--- config.mk ---
export PLATFORM = sky130hd
export DESIGN_NAME = apb_timer_master_flat
export DESIGN_NICKNAME = d
export VERILOG_FILES = /design/src/rtl/apb_timer_master_if.sv /design/src/rtl/apb_timer_master.sv /design/src/flat_wrapper.sv
export SDC_FILE = /design/constraint.sdc
export NUM_CORES = 1
export LEC_CHECK = 0
export BUFFER_PORTS_ARGS = -buffer_cell sky130_fd_sc_hd__buf_2
export CAP_MARGIN = 40
export CORE_UTILIZATION = 42
export CTS_CLUSTER_SIZE = 28
export DETAILED_ROUTE_END_ITERATION = 6
export PLACE_DENSITY = 0.86
export SETUP_SLACK_MARGIN = 0.3
export SLEW_MARGIN = 20
export SYNTH_ARGS = -nofsm -noshare
export SYNTH_HDL_FRONTEND = slang
export SYNTH_SLANG_ARGS = --single-unit
--- constraint.sdc ---
create_clock -name sys_clk -period 1.23 [get_ports sys_clk]
set_input_delay 0.246 -clock sys_clk [delete_from_list [all_inputs] [get_ports sys_clk]]
set_output_delay 0.246 -clock sys_clk [all_outputs]
set_load 0.05 [all_outputs]
--- src/rtl/apb_timer_master_if.sv ---
// Command/response channel and APB4 bus of the timer-port APB requester.
// master = the requester's view; slave = command source plus APB completer.
interface apb_timer_master_if #(
   parameter int unsigned ADDR_W = 12,
   parameter int unsigned DATA_W = 32
);
   logic              cmd_valid;
   logic              cmd_ready;
   logic              cmd_write;
   logic [ADDR_W-1:0] cmd_addr;
   logic [DATA_W-1:0] cmd_wdata;
   logic [3:0]        cmd_strb;
   logic              rsp_valid;
   logic [DATA_W-1:0] rsp_rdata;
   logic              rsp_err;
   logic              psel;
   logic              penable;
   logic              pwrite;
   logic [ADDR_W-1:0] paddr;
   logic [DATA_W-1:0] pwdata;
   logic [3:0]        pstrb;
   logic [DATA_W-1:0] prdata;
   logic              pready;
   logic              pslverr;

   modport master (
      input  cmd_valid, cmd_write, cmd_addr, cmd_wdata, cmd_strb,
      output cmd_ready, rsp_valid, rsp_rdata, rsp_err,
      output psel, penable, pwrite, paddr, pwdata, pstrb,
      input  prdata, pready, pslverr
   );

   modport slave (
      output cmd_valid, cmd_write, cmd_addr, cmd_wdata, cmd_strb,
      input  cmd_ready, rsp_valid, rsp_rdata, rsp_err,
      input  psel, penable, pwrite, paddr, pwdata, pstrb,
      output prdata, pready, pslverr
   );
endinterface

--- src/rtl/apb_timer_master.sv ---
// APB4 requester feeding the 64-bit timer's register port, one command at a time.
// Optional ACCESS-phase wait limit enabled by defining APB_MST_TIMEOUT_EN.
module apb_timer_master #(
   parameter int unsigned ADDR_W      = 12,
   parameter int unsigned DATA_W      = 32,
   parameter int unsigned TIMEOUT_CYC = 16
) (
   input  logic               sys_clk,
   input  logic               sys_rst,
   apb_timer_master_if.master bus
);

   typedef enum logic [1:0] {
      ST_IDLE   = 2'b00,
      ST_SETUP  = 2'b01,
      ST_ACCESS = 2'b10
   } state_t;

   if (TIMEOUT_CYC < 2) begin : g_timeout_range
      $error("apb_timer_master: TIMEOUT_CYC must be at least 2");
   end

   state_t            state_r,     state_s;
   logic              cmd_ready_r, cmd_ready_s;
   logic              psel_r,      psel_s;
   logic              penable_r,   penable_s;
   logic              pwrite_r,    pwrite_s;
   logic [ADDR_W-1:0] paddr_r,     paddr_s;
   logic [DATA_W-1:0] pwdata_r,    pwdata_s;
   logic [3:0]        pstrb_r,     pstrb_s;
   logic              rsp_valid_r, rsp_valid_s;
   logic [DATA_W-1:0] rsp_rdata_r, rsp_rdata_s;
   logic              rsp_err_r,   rsp_err_s;

`ifdef APB_MST_TIMEOUT_EN
   localparam int unsigned     CNT_W    = $clog2(TIMEOUT_CYC);
   localparam logic [CNT_W-1:0] CNT_LAST = CNT_W'(TIMEOUT_CYC - 1);
   logic [CNT_W-1:0] wait_cnt_r, wait_cnt_s;
`endif

   // Read data is only returned for an error-free read; writes and errors report zero.
   function automatic logic [DATA_W-1:0] read_result(
      input logic              is_write,
      input logic              slv_err,
      input logic [DATA_W-1:0] data
   );
      if (!is_write && !slv_err) begin
         return data;
      end else begin
         return {DATA_W{1'b0}};
      end
   endfunction

   // Next-state and next-output logic for the IDLE/SETUP/ACCESS sequence.
   always_comb begin
      state_s     = state_r;
      cmd_ready_s = cmd_ready_r;
      psel_s      = psel_r;
      penable_s   = penable_r;
      pwrite_s    = pwrite_r;
      paddr_s     = paddr_r;
      pwdata_s    = pwdata_r;
      pstrb_s     = pstrb_r;
      rsp_valid_s = 1'b0;
      rsp_rdata_s = rsp_rdata_r;
      rsp_err_s   = rsp_err_r;
`ifdef APB_MST_TIMEOUT_EN
      wait_cnt_s  = wait_cnt_r;
`endif

      case (state_r)
         ST_IDLE: begin
            if (bus.cmd_valid && cmd_ready_r) begin
               if (bus.cmd_addr[1:0] == 2'b00) begin
                  state_s     = ST_SETUP;
                  cmd_ready_s = 1'b0;
                  psel_s      = 1'b1;
                  penable_s   = 1'b0;
                  pwrite_s    = bus.cmd_write;
                  paddr_s     = bus.cmd_addr;
                  pwdata_s    = bus.cmd_wdata;
                  pstrb_s     = bus.cmd_write ? bus.cmd_strb : 4'b0000;
               end else begin
                  // Misaligned: answer immediately without touching the bus.
                  state_s     = ST_IDLE;
                  cmd_ready_s = 1'b1;
                  rsp_valid_s = 1'b1;
                  rsp_err_s   = 1'b1;
                  rsp_rdata_s = {DATA_W{1'b0}};
               end
            end else begin
               state_s = ST_IDLE;
            end
         end

         ST_SETUP: begin
            state_s   = ST_ACCESS;
            penable_s = 1'b1;
`ifdef APB_MST_TIMEOUT_EN
            wait_cnt_s = {CNT_W{1'b0}};
`endif
         end

         ST_ACCESS: begin
            if (bus.pready) begin
               state_s     = ST_IDLE;
               cmd_ready_s = 1'b1;
               psel_s      = 1'b0;
               penable_s   = 1'b0;
               rsp_valid_s = 1'b1;
               rsp_err_s   = bus.pslverr;
               rsp_rdata_s = read_result(pwrite_r, bus.pslverr, bus.prdata);
            end else begin
`ifdef APB_MST_TIMEOUT_EN
               if (wait_cnt_r == CNT_LAST) begin
                  state_s     = ST_IDLE;
                  cmd_ready_s = 1'b1;
                  psel_s      = 1'b0;
                  penable_s   = 1'b0;
                  rsp_valid_s = 1'b1;
                  rsp_err_s   = 1'b1;
                  rsp_rdata_s = {DATA_W{1'b0}};
               end else begin
                  wait_cnt_s = wait_cnt_r + CNT_W'(1);
               end
`else
               state_s = ST_ACCESS;
`endif
            end
         end

         default: begin
            state_s     = ST_IDLE;
            cmd_ready_s = 1'b1;
            psel_s      = 1'b0;
            penable_s   = 1'b0;
         end
      endcase
   end

   // State and output registers; reset drops any transfer without a response.
   always_ff @(posedge sys_clk) begin
      if (sys_rst) begin
         state_r     <= ST_IDLE;
         cmd_ready_r <= 1'b1;
         psel_r      <= 1'b0;
         penable_r   <= 1'b0;
         pwrite_r    <= 1'b0;
         paddr_r     <= {ADDR_W{1'b0}};
         pwdata_r    <= {DATA_W{1'b0}};
         pstrb_r     <= 4'b0000;
         rsp_valid_r <= 1'b0;
         rsp_rdata_r <= {DATA_W{1'b0}};
         rsp_err_r   <= 1'b0;
`ifdef APB_MST_TIMEOUT_EN
         wait_cnt_r  <= {CNT_W{1'b0}};
`endif
      end else begin
         state_r     <= state_s;
         cmd_ready_r <= cmd_ready_s;
         psel_r      <= psel_s;
         penable_r   <= penable_s;
         pwrite_r    <= pwrite_s;
         paddr_r     <= paddr_s;
         pwdata_r    <= pwdata_s;
         pstrb_r     <= pstrb_s;
         rsp_valid_r <= rsp_valid_s;
         rsp_rdata_r <= rsp_rdata_s;
         rsp_err_r   <= rsp_err_s;
`ifdef APB_MST_TIMEOUT_EN
         wait_cnt_r  <= wait_cnt_s;
`endif
      end
   end

   assign bus.cmd_ready = cmd_ready_r;
   assign bus.psel      = psel_r;
   assign bus.penable   = penable_r;
   assign bus.pwrite    = pwrite_r;
   assign bus.paddr     = paddr_r;
   assign bus.pwdata    = pwdata_r;
   assign bus.pstrb     = pstrb_r;
   assign bus.rsp_valid = rsp_valid_r;
   assign bus.rsp_rdata = rsp_rdata_r;
   assign bus.rsp_err   = rsp_err_r;

endmodule

--- src/flat_wrapper.sv ---
// flat-port wrapper written by rule: the top's interface ports become plain ports
module apb_timer_master_flat 
#(
   parameter int unsigned ADDR_W      = 12,
   parameter int unsigned DATA_W      = 32,
   parameter int unsigned TIMEOUT_CYC = 16
)
  (sys_clk, sys_rst, bus_cmd_valid, bus_cmd_write, bus_cmd_addr, bus_cmd_wdata, bus_cmd_strb, bus_cmd_ready, bus_rsp_valid, bus_rsp_rdata, bus_rsp_err, bus_psel, bus_penable, bus_pwrite, bus_paddr, bus_pwdata, bus_pstrb, bus_prdata, bus_pready, bus_pslverr);
  apb_timer_master_if #(.ADDR_W(ADDR_W), .DATA_W(DATA_W)) bus_i ();
  input  logic sys_clk;
  input  logic sys_rst;
  input wire logic [$bits(bus_i.cmd_valid)-1:0] bus_cmd_valid;
  input wire logic [$bits(bus_i.cmd_write)-1:0] bus_cmd_write;
  input wire logic [$bits(bus_i.cmd_addr)-1:0] bus_cmd_addr;
  input wire logic [$bits(bus_i.cmd_wdata)-1:0] bus_cmd_wdata;
  input wire logic [$bits(bus_i.cmd_strb)-1:0] bus_cmd_strb;
  output wire logic [$bits(bus_i.cmd_ready)-1:0] bus_cmd_ready;
  output wire logic [$bits(bus_i.rsp_valid)-1:0] bus_rsp_valid;
  output wire logic [$bits(bus_i.rsp_rdata)-1:0] bus_rsp_rdata;
  output wire logic [$bits(bus_i.rsp_err)-1:0] bus_rsp_err;
  output wire logic [$bits(bus_i.psel)-1:0] bus_psel;
  output wire logic [$bits(bus_i.penable)-1:0] bus_penable;
  output wire logic [$bits(bus_i.pwrite)-1:0] bus_pwrite;
  output wire logic [$bits(bus_i.paddr)-1:0] bus_paddr;
  output wire logic [$bits(bus_i.pwdata)-1:0] bus_pwdata;
  output wire logic [$bits(bus_i.pstrb)-1:0] bus_pstrb;
  input wire logic [$bits(bus_i.prdata)-1:0] bus_prdata;
  input wire logic [$bits(bus_i.pready)-1:0] bus_pready;
  input wire logic [$bits(bus_i.pslverr)-1:0] bus_pslverr;
  assign bus_i.cmd_valid = bus_cmd_valid;
  assign bus_i.cmd_write = bus_cmd_write;
  assign bus_i.cmd_addr = bus_cmd_addr;
  assign bus_i.cmd_wdata = bus_cmd_wdata;
  assign bus_i.cmd_strb = bus_cmd_strb;
  assign bus_cmd_ready = bus_i.cmd_ready;
  assign bus_rsp_valid = bus_i.rsp_valid;
  assign bus_rsp_rdata = bus_i.rsp_rdata;
  assign bus_rsp_err = bus_i.rsp_err;
  assign bus_psel = bus_i.psel;
  assign bus_penable = bus_i.penable;
  assign bus_pwrite = bus_i.pwrite;
  assign bus_paddr = bus_i.paddr;
  assign bus_pwdata = bus_i.pwdata;
  assign bus_pstrb = bus_i.pstrb;
  assign bus_i.prdata = bus_prdata;
  assign bus_i.pready = bus_pready;
  assign bus_i.pslverr = bus_pslverr;
  apb_timer_master #(.ADDR_W(ADDR_W), .DATA_W(DATA_W), .TIMEOUT_CYC(TIMEOUT_CYC)) u_core (.sys_clk(sys_clk), .sys_rst(sys_rst), .bus(bus_i));
endmodule
==> results of run 1 <==
per-stage QoR:
stage          instances  area, µm²
2_1_floorplan        396       3902
3_3_place_gp         655       4837
3_5_place_dp         655       4837
4_1_cts              735       7239
cell families after synthesis:
family,after synthesis
AO/OA/AOI/OAI,102
buffers and inverters,42
flip-flops,88
multiplexers,32
AND/OR/NAND/NOR,132
Yosys cell counts (2+ instances only):
| cell | instances |
|---|---|
| nand3b_1 | 32 |
| nand4_1 | 4 |
| nand3_1 | 43 |
| nor3b_1 | 3 |
| mux2i_1 | 32 |
| buf_2 | 9 |
| o21ai_1 | 47 |
| and2b_1 | 2 |
| nand2b_1 | 32 |
| buf_6 | 4 |
| nor2b_1 | 2 |
| buf_4 | 3 |
| a21oi_1 | 47 |
| clkbuf_1 | 24 |
| dfxtp_1 | 88 |
| nor2_1 | 5 |
repair_timing:
action	4_1_cts
cloned	20
pin swaps	71
buffers inserted	44
gates resized for setup	420
endpoints found under the setup margin	174
per-layer routing:
metal / GRT overflow / track usage [%]
met5: 1 / 28.57
met4: 85 / 90.05
met3: 1 / 68.42
met2: 152 / 103.8
met1: 0 / 78.41
==> reports/results.txt, run 1 <==
Status: aborted with a tool error
Initial antenna violation count: 2
Synth Flop Type: dfxtp_1
YS warnings: 0
Area contributors post-synth: dfxtp_1 48%, mux2i_1 8.7%, nand3b_1 6.6%
Adder-cell area share of the yosys netlist: 0%
Post-synthesis sequential area ratio: 48.09%
Hold_buf cts: 0
Post-synth top area share: 48.09%
GRT Util Overall: 83.63%
Synth Area in XOR/XNOR: 0%
Die H: 95.40 µm
Largest family of logic cells by synthesized area: simple AND/OR/NAND/NOR gates
Area leader, netlist: dfxtp_1
Cell Rows: 33
Synth Instances: 396
Synthesized flop and latch total: 88
Placer Congestion: 0.7753
Die width: 95.40 µm
Initial Util: 43.92%
Grt total ovfl: 239
Average size of a mapped cell: 9.251 µm²
# port buffers: 171
Simple-gate area share of the yosys netlist: 22.88%
Post-synthesis compound-gate area fraction: 14.55%
Netlist area before placement: 3664 µm²
Setup WS pre-CTS: -205.7 ps
Worst EP post-GRT repair: u_core.bus.rsp_rdata[26]$_SDFFE_PP0P_/D
Async set-or-reset flop fraction in the synthesized netlist: 0%
Synth unique cells: 35
Clock Sinks: 88
Fail Step: global routing
Post-synthesis mux area share: 8.743%
Post-DP HPWL: 6.930 mm
CTS max path bufs: 2
Total CTS buffers: 9
# IOs: 172
Syn Nets: 482
Largest net degree at the start of global routing: 56
Max H-tree Level: 3
Worst End Pin Type: register data pin
Stop err: [ERROR GRT-0232] Routing congestion too high. Check the congestion heatmap in the GUI.
CTS Root Cell: clkbuf_8
EDFF count, synth: 0
==> inputs of run 2 (changes only) <==
CORE_UTILIZATION = 30   (was 42)
CTS_CLUSTER_SIZE = default   (was 28)
PLACE_DENSITY = default   (was 0.86)
PLACE_DENSITY_LB_ADDON = 0.15   (was default)
SETUP_SLACK_MARGIN = default   (was 0.3)
clock period = 1.6 ns   (was 1.23 ns; I/O delays follow)
==> reports/results.txt, run 2 <==
Max VDD drop: 0.6665 mV
Vias after detailed routing: 3438
Synthesized flop and latch total: 88 (unchanged)
Syn Nets: 482 (unchanged)
Max transition margin: 76.38%
Max Fanout on Critical Path: 10
Die area: 12660 µm²
Post-synthesis sequential area ratio: 48.09% (unchanged)
Top Layer Used: met4
Post-synth top cells: 88 x dfxtp_1, 47 x a21oi_1, 47 x o21ai_1 (unchanged)
Clock Skews: 7.990 ps
Total CTS buffers: 9 (unchanged)
Slew Limit Fails: 0
Max H-tree Level: 3 (unchanged)
1st-pass router iterations: 5
Max-cap violation count: 0
Netlist area before placement: 3664 µm² (unchanged)
Synth unique cells: 35 (unchanged)
Area contributors post-synth: dfxtp_1 48%, mux2i_1 8.7%, nand3b_1 6.6% (unchanged)
Cts repair resizes: 0 (was 420)
CP Launch Type: register
Initial antenna violation count: 0
Tcrit/Tclk final: 93.41%
Endpoints failing setup: 0
WL final: 10.50 mm
Synth Flop Type: dfxtp_1 (unchanged)
CP peak stage delay: 510 ps
WP data arrival: 1170 ps
Die width: 112.5 µm (was 95.40 µm)
WP buf/inv: 1
Hold_buf cts: 0 (unchanged)
Crit. End Element: output port
Fmax: 0.6691 GHz
Average size of a mapped cell: 9.251 µm² (unchanged)
Pwr/cell area: 1027 nW/µm²
Most frequent cell after synthesis: dfxtp_1 (unchanged)
Worst EP required: 1280 ps
Initial Util: 31.41% (was 43.92%)
CP Class: reg2out
Met2 routed wirelength: 4.614 mm
Async set-or-reset flop fraction in the synthesized netlist: 0% (unchanged)
CTS Root Cell: clkbuf_16 (was clkbuf_8)
Largest net degree at the start of global routing: 55
Leak pwr: 2.249 nW
Clock latency on the worst-skew pair: 340 ps
RSZ-0062 raised after global routing: no
Final Core Density: 43.06%
YS warnings: 0 (unchanged)
Final Critical Period: 1495 ps
Crit path depth: 1
Worst-path cell chain: buf_2
Min-delay worst type: in2reg
Reg2Reg Depth: 4
WHS Path Cells: 3
Most frequent cells in the layout: 171 x buf_2, 87 x dfxtp_1, 47 x o21ai_1, 47 x a21oi_1, 43 x nand3_1
Area leader, netlist: dfxtp_1 (unchanged)
Met3 wire length: 856 µm
Setup tns final: 0 ps
Remaining antenna violation count after routing: 0
Cell Rows: 39 (was 33)
Post-CTS Setup Inserts: 0 (was 44)
Psw: 0.001308 W
Number of global-route vias before repair: 3291
Post-DP HPWL: 7.024 mm (was 6.930 mm)
GRT Util Overall: 16.84%
Clock network fraction of design power: 42.6%
Dpl cells: 685 (was 655)
Commonest non-fill, non-tap cell in the layout: buf_2
Status: completed (was aborted with a tool error)
# port buffers: 171 (unchanged)
First-pass GRT wire length: 16.82 mm
Nets: 639
Slew @ Worst Pin: 352.8 ps
Routed length per instance: 15.00 µm
Die H: 112.5 µm (was 95.40 µm)
Gate power share: 13.4%
Slowest cell on crit path: dfxtp_1
Placer Congestion: 0.7143 (was 0.7753)
Delay-heaviest family, CP: flip-flops
WL met1: 4.929 mm
Synth Instances: 396 (unchanged)
Internal: 0.003852 W
# IOs: 172 (unchanged)
Core Footprint: 11660 µm²
Worst-path clk slew: 60 ps
Residual DRC: 0
CTS tree: built
Final Hold Fails: 0
CTS max path bufs: 2 (unchanged)
Syn-to-layout area delta: 37.09%
Sw Ratio: 25.35%
Antenna cell count: 0
Share of cells above drive strength 1: 37.70%
Grt total ovfl: 0
Non-Filler Instances: 700
Drt via density: 4.911
Initial DRC Count: 226
Clock Sinks: 88 (unchanged)
Post-synth top area share: 48.09% (unchanged)
EDFF count, synth: 0 (unchanged)
Sequential power share: 44.0%
## run 2: cell counts after synthesis
No cell type changed its count.
## run 2: per-layer routing
metal / vias up / global-route usage (%)
li1: 1713 / -
met3: 9 / 6.911
met2: 130 / 25.34
met4: 0 / 4.267
met5: - / 0
met1: 1586 / 22.30
## run 2: final cells by class
type | instances | area [µm²]
flip-flops and latches | 88 | 1763
clock buffers | 9 | 225.2
multi-input cells | 266 | 1703
inverters | 1 | 3.754
fillers | 1176 | 6640
clock inverters | 6 | 85.08
well taps | 143 | 178.9
repair buffers | 187 | 1064
## run 2: final timing paths
path	endpoint	slack, ps	from
max	bus_pwrite	110	u_core.bus.pwrite$_SDFFE_PP0P_
min reg2reg	u_core.bus.rsp_err$_SDFFE_PP0P_	460	u_core.bus.rsp_err$_SDFFE_PP0P_
max reg2reg	u_core.bus.rsp_rdata[27]$_SDFFE_PP0P_	130	u_core.bus.cmd_ready$_SDFFE_PP1P_
min	u_core.bus.pwdata[18]$_SDFFE_PP0P_	230	bus_cmd_wdata[18]
## run 2: power by group through the flow
stage / combinational, W / sequential [W] / clock [W]
floorplan: 0.000284 / 0.00248 / 0
global placement: 0.000692 / 0.00232 / 0
detailed placement: 0.000696 / 0.00232 / 0
CTS: 0.000696 / 0.00227 / 0.00228
global route: 0.000738 / 0.00227 / 0.00239
finish: 0.000692 / 0.00227 / 0.00220
## run 2: cell families after synthesis
kind of cell    count (synthesis)  synth area share, %
compound gates                102                14.55
buf+inv                        42                5.737
simple gates                  132                22.88
flops                          88                48.09
mux                            32                8.743
## run 2: tightest hold or removal path, delay by kind of cell
family | cells | cell delay [ps]
AOI/OAI and AO/OA | 1 | 50
and+or+nand+nor | 1 | 50
buffers and inverters | 1 | 90
## run 2: per-stage QoR
stage               setup WS (ps)  power (W)  instance area, µm²  hold WS, ps
floorplan                   131.7   0.002767                3665        467.7
global placement            70.73   0.003008                4712        453.4
detailed placement          8.129   0.003015                4712        458.3
CTS                         51.42   0.005249                5022        211.1
global route                26.61   0.005404                5022        211.3
finish                      105.4   0.005160                5022        225.9
No activity file was read; power rests on OpenSTA's default activity.
